### src/rtl/stopwatch_ctrl.sv
// Four-digit BCD stopwatch (0.1 s resolution) with run/pause/clear control,
// saturation at 999.9 and a multiplexed digit-scan output.
module stopwatch_ctrl #(
  parameter int TICK_DIV = 5000000,
  parameter int SCAN_DIV = 50000
) (
  input  logic        clk,
  input  logic        rst_n,
  input  logic        start_stop,
  input  logic        clear,
  output logic [15:0] digits,
  output logic        running,
  output logic        full,
  output logic [3:0]  seg_sel,
  output logic [3:0]  seg_bcd
);

  localparam int PW = (TICK_DIV > 2) ? $clog2(TICK_DIV) : 1;
  localparam int SW = (SCAN_DIV > 2) ? $clog2(SCAN_DIV) : 1;
  localparam logic [PW-1:0] PRESC_MAX = PW'(TICK_DIV - 1);
  localparam logic [SW-1:0] SCAN_MAX  = SW'(SCAN_DIV - 1);

  typedef enum logic [1:0] {
    IDLE  = 2'd0,
    RUN   = 2'd1,
    PAUSE = 2'd2,
    FULL  = 2'd3
  } state_t;

  state_t        state_r, state_next_s;
  logic [PW-1:0] presc_r, presc_next_s;
  logic [15:0]   digits_r, digits_next_s;
  logic [SW-1:0] scan_r, scan_next_s;
  logic [1:0]    idx_r, idx_next_s;
  logic [3:0]    seg_sel_r, seg_sel_next_s;
  logic [3:0]    seg_bcd_r, seg_bcd_next_s;
  logic          tick_s;
  logic          at_max_s;

  // Ripple-carry BCD increment; any nibble at 9 or above rolls to 0 and carries.
  function automatic logic [15:0] bcd_inc(input logic [15:0] d);
    logic [15:0] r;
    logic        c;
    r = d;
    c = 1'b1;
    for (int i = 0; i < 4; i++) begin
      if (c) begin
        if (d[i*4 +: 4] >= 4'd9) begin
          r[i*4 +: 4] = 4'd0;
          c = 1'b1;
        end else begin
          r[i*4 +: 4] = d[i*4 +: 4] + 4'd1;
          c = 1'b0;
        end
      end else begin
        r[i*4 +: 4] = d[i*4 +: 4];
      end
    end
    return r;
  endfunction

  assign tick_s   = (state_r == RUN) && (presc_r == PRESC_MAX);
  assign at_max_s = (digits_r == 16'h9999);

  // Next-state logic; clear has priority over start_stop everywhere.
  always_comb begin
    state_next_s = state_r;
    case (state_r)
      IDLE: begin
        if (start_stop && !clear) state_next_s = RUN;
        else                      state_next_s = IDLE;
      end
      RUN: begin
        if (clear)                     state_next_s = IDLE;
        else if (start_stop)           state_next_s = PAUSE;
        else if (tick_s && at_max_s)   state_next_s = FULL;
        else                           state_next_s = RUN;
      end
      PAUSE: begin
        if (clear)           state_next_s = IDLE;
        else if (start_stop) state_next_s = RUN;
        else                 state_next_s = PAUSE;
      end
      FULL: begin
        if (clear) state_next_s = IDLE;
        else       state_next_s = FULL;
      end
      default: state_next_s = IDLE;
    endcase
  end

  // Prescaler and digit datapath; IDLE keeps the prescaler at zero for the next start.
  always_comb begin
    presc_next_s  = presc_r;
    digits_next_s = digits_r;
    if (clear) begin
      presc_next_s = '0;
    end else if (state_r == IDLE) begin
      presc_next_s = '0;
    end else if (state_r == RUN) begin
      if (tick_s) presc_next_s = '0;
      else        presc_next_s = presc_r + PW'(1);
    end else begin
      presc_next_s = presc_r;
    end
    if (clear) begin
      digits_next_s = 16'h0000;
    end else if (tick_s && !at_max_s) begin
      digits_next_s = bcd_inc(digits_r);
    end else begin
      digits_next_s = digits_r;
    end
  end

  // Free-running display scan; select and value are both derived from the new index.
  always_comb begin
    scan_next_s = scan_r;
    idx_next_s  = idx_r;
    if (scan_r == SCAN_MAX) begin
      scan_next_s = '0;
      idx_next_s  = idx_r + 2'd1;
    end else begin
      scan_next_s = scan_r + SW'(1);
      idx_next_s  = idx_r;
    end
    seg_sel_next_s = ~(4'b0001 << idx_next_s);
    case (idx_next_s)
      2'd0:    seg_bcd_next_s = digits_r[3:0];
      2'd1:    seg_bcd_next_s = digits_r[7:4];
      2'd2:    seg_bcd_next_s = digits_r[11:8];
      2'd3:    seg_bcd_next_s = digits_r[15:12];
      default: seg_bcd_next_s = 4'd0;
    endcase
  end

  // State and output registers.
  always_ff @(posedge clk or negedge rst_n) begin
    if (!rst_n) begin
      state_r   <= IDLE;
      presc_r   <= '0;
      digits_r  <= 16'h0000;
      scan_r    <= '0;
      idx_r     <= 2'd0;
      seg_sel_r <= 4'b1110;
      seg_bcd_r <= 4'd0;
    end else begin
      state_r   <= state_next_s;
      presc_r   <= presc_next_s;
      digits_r  <= digits_next_s;
      scan_r    <= scan_next_s;
      idx_r     <= idx_next_s;
      seg_sel_r <= seg_sel_next_s;
      seg_bcd_r <= seg_bcd_next_s;
    end
  end

  assign digits  = digits_r;
  assign running = (state_r == RUN);
  assign full    = (state_r == FULL);
  assign seg_sel = seg_sel_r;
  assign seg_bcd = seg_bcd_r;

endmodule
### config.mk
export PLATFORM = sky130hd
export DESIGN_NAME = stopwatch_ctrl
export DESIGN_NICKNAME = d
export VERILOG_FILES = /design/src/rtl/stopwatch_ctrl.sv
export SDC_FILE = /design/constraint.sdc
export NUM_CORES = 1
export LEC_CHECK = 0
export ABC_AREA = 0
export CAP_MARGIN = 20
export CORE_ASPECT_RATIO = 1.5
export CORE_UTILIZATION = 47
export CTS_BUF_LIST = sky130_fd_sc_hd__clkbuf_8
export CTS_CLUSTER_DIAMETER = 30
export DETAILED_ROUTE_END_ITERATION = 16
export PLACE_DENSITY = 0.67
export SLEW_MARGIN = 10
export SYNTH_ARGS = -nofsm -noshare
export SYNTH_HDL_FRONTEND = slang
export SYNTH_SLANG_ARGS = --single-unit
### constraint.sdc
create_clock -name clk -period 2.9 [get_ports clk]
set_clock_uncertainty 0.15 [all_clocks]
set_input_delay 0.58 -clock clk [delete_from_list [all_inputs] [get_ports clk]]
set_output_delay 0.58 -clock clk [all_outputs]
set_load 0.01 [all_outputs]
==> results of run 1 <==
Yosys cell counts (8+ instances only):
master	count
ha_1	14
o21ai_0	8
a31oi_1	11
nand4_1	10
nand2_1	35
and2_1	8
a21oi_1	19
xor2_1	11
nor2_1	24
dfrtp_1	64
inv_1	17
nand3_1	19
and3_1	8
clkbuf_1	9
critical path, cell delays in order (launching register included):
cell,delay [ps]
dfrtp_1,430
or4b_4,540
or3_1,370
or4_4,510
or4b_1,510
a21oi_1,170
cell type report:
class	instances	area (um^2)
clock buffers	15	206
clock inverters	1	3.75
fillers	742	3300
inverters	17	63.8
multi-input cells	285	1930
flip-flops and latches	67	1680
well taps	102	128
repair buffers	44	398
how the worst min path moves through the flow:
stage,endpoint,slack [ps],cells past startpoint
2_1_floorplan,digits[0],130,0
3_3_place_gp,scan_r[5],330,1
3_5_place_dp,scan_r[11],340,1
4_1_cts,scan_r[7],50,1
5_1_grt,scan_r[7],80,1
6_report,scan_r[6],40,1
through the flow:
| step | total power [mW] | setup WS [ps] | instances |
|---|---|---|---|
| 2_1_floorplan | 0.990 | 241 | 385 |
| 3_3_place_gp | 1.03 | 188 | 515 |
| 3_5_place_dp | 1.03 | 147 | 515 |
| 4_1_cts | 1.83 | 134 | 531 |
| 5_1_grt | 1.87 | 7.07 | 531 |
| 6_report | 1.80 | 135 | 531 |
power breakdown:
group	switching, mW	leakage, nW	internal (mW)
Combinational	0.0491	0.864	0.0204
Sequential	0.00297	0.910	0.937
Clock	0.344	0.113	0.448
Total	0.396	1.89	1.41
flip-flops by register name, indices dropped and copies added, names as in the netlist:
| signal | flops |
|---|---|
| state_r | 2 |
| presc_r | 23 |
| seg_bcd | 4 |
| digits | 16 |
| idx_r | 2 |
| scan_r | 16 |
| seg_sel | 4 |
placed cells by master, fill, tap and decap left out, types with 8 or more instances in the layout:
cell and count:
buf_4 15, and3_1 8, a31oi_1 11, xor2_1 11, clkbuf_8 15, a21oi_1 18
ha_1 14, inv_1 18, nand3_1 19, nand2_1 35, nand4_1 10, and2_1 8
nor2_1 24, o21ai_0 8, clkdlybuf4s50_1 28, dfrtp_1 64
cell families (layout without fill, tap and decap cells):
kind of cell,Yosys count,count (layout),synth area share (%)
and+or+nand+nor,167,167,26.2
AOI/OAI and AO/OA,80,80,14.3
DFF,67,67,44.5
buffers and inverters,33,77,4.58
xor gates and xnor gates,17,17,3.95
adders and majority gates,14,14,4.64
muxes,7,7,1.86
layer usage:
metal  up-vias  routed length (um)  share of wire (%)
met5         -                   0                  0
met4         0                 313                3.7
met3        22                 291                3.4
met2        75                4430                 52
met1      1509                3500                 41
li1       1502                   -                  -
==> run metrics, run 1 <==
met3 usage under 10%; crit-path max FO 14; largest cells by area after synthesis dfrtp_1, ha_1, nand2_1; Max Cap Viol 0; First DRT Iteration DRCs just over 200; Total Nets Final 442; Critical Path Source presc_r[21]; Area after DPL 4200 um^2; DRC 0; Crit Path Category reg -> reg; Post-Syn Area approximately 3800 um^2; cells after synthesis a little under 400; row cnt 39; Remaining Overflow, GRT 0; Clock H-tree levels 3; Worst EP arrival approximately 2900 ps; Async S/R FF share, synth 100%; grt met2 use roughly two fifths; WL final about 8.5 mm; Tmin final around 2800 ps; worst slew pin tran 997 ps; CTS root buf clkbuf_8; leakage power ~1.9 nW; Final ANT Viol Nets 0; ys flop type dfrtp_1; Final Core Density between 50% and 60%; register clock-pin slew on the reported worst setup and hold paths about 70 ps; Avg Inst Size Synth roughly 10 um^2; Fin. Hold Viols 0; Starting Density about 49%; Hold/Removal Path Class in -> async; final instance area approximately 4400 um^2; peak supply drop about 280 uV; Wirelength per Cell between 15 and 20 um; CP Capture Type register; GRT Util Overall 23.3%; vias in the first global route between 3k and 4k; Final period util 95.3%; Final Wtd Congestion 0.853; P&R area growth vs syn 16.9%; Worst R2R Path Depth 5; share of the synthesized area in the top cell type roughly 42%; Reg-to-Reg End digits[2]; Post-CTS Setup Inserts 0; CP Launch Type register; CTS max path bufs 2; die width between 70 and 80 um; antenna cells 0; layer carrying the most global-route usage met2; clock latency on the worst-skew pair ~350 ps; First-pass DRT Iterations 4; Crit Reg-Reg Startpoint presc_r[21]; largest net degree at the start of global routing 33; setup violators final 0; Core ar. between 7000 and 8000 um^2; CTS tree built; P per Cell Area between 400 and 500 nW/um^2; Setup crit end digits[2]; Chip Height 112 um; Post-CTS Resized 0; Post-CTS Hold Fix Bufs 0; initial antenna violation count 0; met1 Usage GRT between 20 and 30%; final setup TNS 0 ps; synth warn 0; critical path required time about 3000 ps; DIE AREA around 8400 um^2; input/output buffers 29; layout cell share with drive strength beyond 1 between 10% and 20%; Synth cell types 66; Top Ports 30; total CTS buffers 9; Slew Limit Headroom between 30% and 40%; Vias 3108; max-slew violations 0; Vias per Instance about 5.9; # clock sinks between 60 and 70; status finished, final reports clean; RSZ-0062 raised after global routing false; number of synthesized flops with an enable pin 0; first-pass GRT wire length approximately 15 mm; Fmax around 0.36 GHz; worst hold slack around 41 ps; Mapped Nets 403; area leader, netlist dfrtp_1; HPWL Detailed about 6.4 mm; post-synthesis register bit count 67; register area share after synthesis between 40% and 50%; Worst R2R Setup Slack around 140 ps
(Power assumes the default switching activity.)
==> run 2, diff against run 1 <==
--- a/config.mk
+++ b/config.mk
@@ -7,12 +7,11 @@
 export LEC_CHECK = 0
 export ABC_AREA = 0
 export CAP_MARGIN = 20
-export CORE_ASPECT_RATIO = 1.5
-export CORE_UTILIZATION = 47
+export CORE_UTILIZATION = 60
 export CTS_BUF_LIST = sky130_fd_sc_hd__clkbuf_8
 export CTS_CLUSTER_DIAMETER = 30
 export DETAILED_ROUTE_END_ITERATION = 16
-export PLACE_DENSITY = 0.67
+export PLACE_DENSITY = 0.82
 export SLEW_MARGIN = 10
 export SYNTH_ARGS = -nofsm -noshare
 export SYNTH_HDL_FRONTEND = slang
==> run 2 against run 1 <==
  * Global-route usage increased by 4.5 points
  * Final cell count decreased by 5.6%
  * Sequential power about the same
  * Clock power decreased by 2.7%
  * Clock-buffer cell count decreased by 6
  * Combinational power decreased by 2%
==> run metrics, run 2 (synthesis results as in run 1) <==
Critical Path Source presc_r[21]; Vias per Instance 6.31 (+7.8%); Post-CTS Hold Fix Bufs 0 (unchanged); Crit Reg-Reg Startpoint presc_r[21]; Post-CTS Resized 0 (unchanged); Crit Path Category reg -> reg; WL final 8.47 mm (-0.73%); Top Ports 30 (unchanged); # clock sinks 67 (unchanged); DIE AREA 6610 um^2 (-21%); Fmax 0.358 GHz (-1.0%); Final Wtd Congestion 0.901 (+5.6%); setup violators final 0 (unchanged); register clock-pin slew on the reported worst setup and hold paths 80 ps (about the same); slack of the critical path 106 ps (-29.0 ps); Final Core Density 72.6% (+15 points); total CTS buffers 9 (unchanged); HPWL Detailed 5.79 mm (-9.2%); Hold/Removal Path Class in -> async; Worst R2R Setup Slack 110 ps (-30 ps); vias in the first global route 2903 (-6.0%); Tmin final 2790 ps (+29.0 ps); Reg power frac 52.8% (+0.6 points); clock latency on the worst-skew pair 350 ps (about the same); antenna cells 0 (unchanged); First DRT Iteration DRCs 178 (-13%); row cnt 28 (-28%); first-pass GRT wire length 13.6 mm (-7.2%); RSZ-0062 raised after global routing false; P per Cell Area 409 nW/um^2 (about the same); cell-internal power 1.35 mW (-4.0%); critical path required time 3030 ps (about the same); leakage power 1.86 nW (-1.5%); P&R area growth vs syn 15.3%; Slew Limit Headroom 35.4% (+2.0 points); largest net degree at the start of global routing 41 (+24%); Max Cap Viol 0 (unchanged); Final period util 96.3% (+1.0 points); clock power share 43.3% (-0.7 points); status finished, final reports clean; Chip Height 81.3 um (-27%); commonest cells after routing, fill and taps aside dfrtp_1, nand2_1, clkdlybuf4s50_1; initial antenna violation count 0 (unchanged); Clock H-tree levels 3 (unchanged); DRC 0 (unchanged); layout cell share with drive strength beyond 1 10.8% (-0.39 points); First-pass DRT Iterations 5 (+1); pre-CTS setup slack 141 ps (-6.26 ps); worst slew pin tran 966 ps (-30.5 ps); Worst EP arrival 2930 ps (+40 ps); die width 81.3 um (+8.2%); final setup TNS 0 ps (unchanged); Starting Density 63.0% (+14 points); Core ar. 5990 um^2 (-22%); Wirelength per Cell 16.9 um (+5.2%); Final ANT Viol Nets 0 (unchanged); GRT Util Overall 27.7% (+4.5 points); Vias 3160 (+1.7%); crit-path max FO 14 (unchanged); CP Capture Type register; Remaining Overflow, GRT 0 (unchanged); peak supply drop 315 uV (+13%); Fin. Hold Viols 0 (unchanged); most common cell after layout, fill and taps aside dfrtp_1; CP Launch Type register; CTS root buf clkbuf_8; Largest register FFs 23 (unchanged); CTS tree built; total net switching power 0.428 mW (+8.1%); Post-CTS Setup Inserts 0 (unchanged); input/output buffers 29 (unchanged); CTS max path bufs 2 (unchanged); max-slew violations 0 (unchanged); worst hold slack 87.7 ps (+46.3 ps); Switching Fraction 24.1% (+2.1 points); Total Nets Final 439 (-0.68%); combinational share of power 3.8% (about the same); Top reg by flops presc_r
## run 2: changes by cell type in the layout (fill, tap and decap cells not counted)
cell        delta
clkinv_2       +3
inv_1          -1
buf_12         +1
clkbuf_8       -6
bufinv_16      +1
clkinvlp_4     +2
buf_4          -4
clkinv_4       +1
## run 2: through the flow
step,total power [mW],cell area [um^2],cells
after floorplan,0.990,3770,385
after global placement,1.03,4160,485
after detailed placement,1.03,4160,485
after CTS,1.79,4350,501
after global routing,1.84,4350,501
final,1.78,4350,501
## run 2: critical path: stages, from the launching register on
cell,delay [ps]
dfrtp_1,430
or4b_4,540
or3_1,390
or4_4,530
or4_1,530
a21oi_1,150
## run 2: power by group through the flow
| stage | logic (mW) | clock network (mW) | registers, mW |
|---|---|---|---|
| floorplan | 0.0329 | 0 | 0.957 |
| global placement | 0.0681 | 0 | 0.958 |
| detailed placement | 0.0689 | 0 | 0.958 |
| CTS | 0.0692 | 0.782 | 0.940 |
| global route | 0.0773 | 0.823 | 0.940 |
| finish | 0.0681 | 0.771 | 0.940 |
## run 2: final cells by class
class	count	area, um^2
fill	410	1640
timing repair buffer	41	388
sequential	67	1680
multi-input combinational	285	1930
tap	75	93.8
clock inverter	7	68.8
inverter	17	63.8
clock buffer	9	124
## run 2: routing by layer
layer,up-vias,track usage [%],wire (um)
li1,1495,-,-
met1,1544,36.2,3870
met2,103,43.8,3970
met3,18,7.42,477
met4,0,10.5,141
met5,-,0,0
## run 2: final timing paths
path,endpoint,cells past startpoint
setup / recovery,digits[6],5
hold / removal,scan_r[11],1
setup reg to reg,digits[6],5
hold reg to reg,scan_r[13],1
max in group asynchronous,presc_r[7],2
min in group clk,scan_r[13],1
==> run 3, diff against run 2 <==
--- a/config.mk
+++ b/config.mk
@@ -12,7 +12,7 @@
 export CTS_CLUSTER_DIAMETER = 30
 export DETAILED_ROUTE_END_ITERATION = 16
 export PLACE_DENSITY = 0.82
-export SLEW_MARGIN = 10
+export SLEW_MARGIN = 25
 export SYNTH_ARGS = -nofsm -noshare
 export SYNTH_HDL_FRONTEND = slang
 export SYNTH_SLANG_ARGS = --single-unit
==> results of run 3 <==
No change in the layout: final DEF, timing and power equal those of run 2.
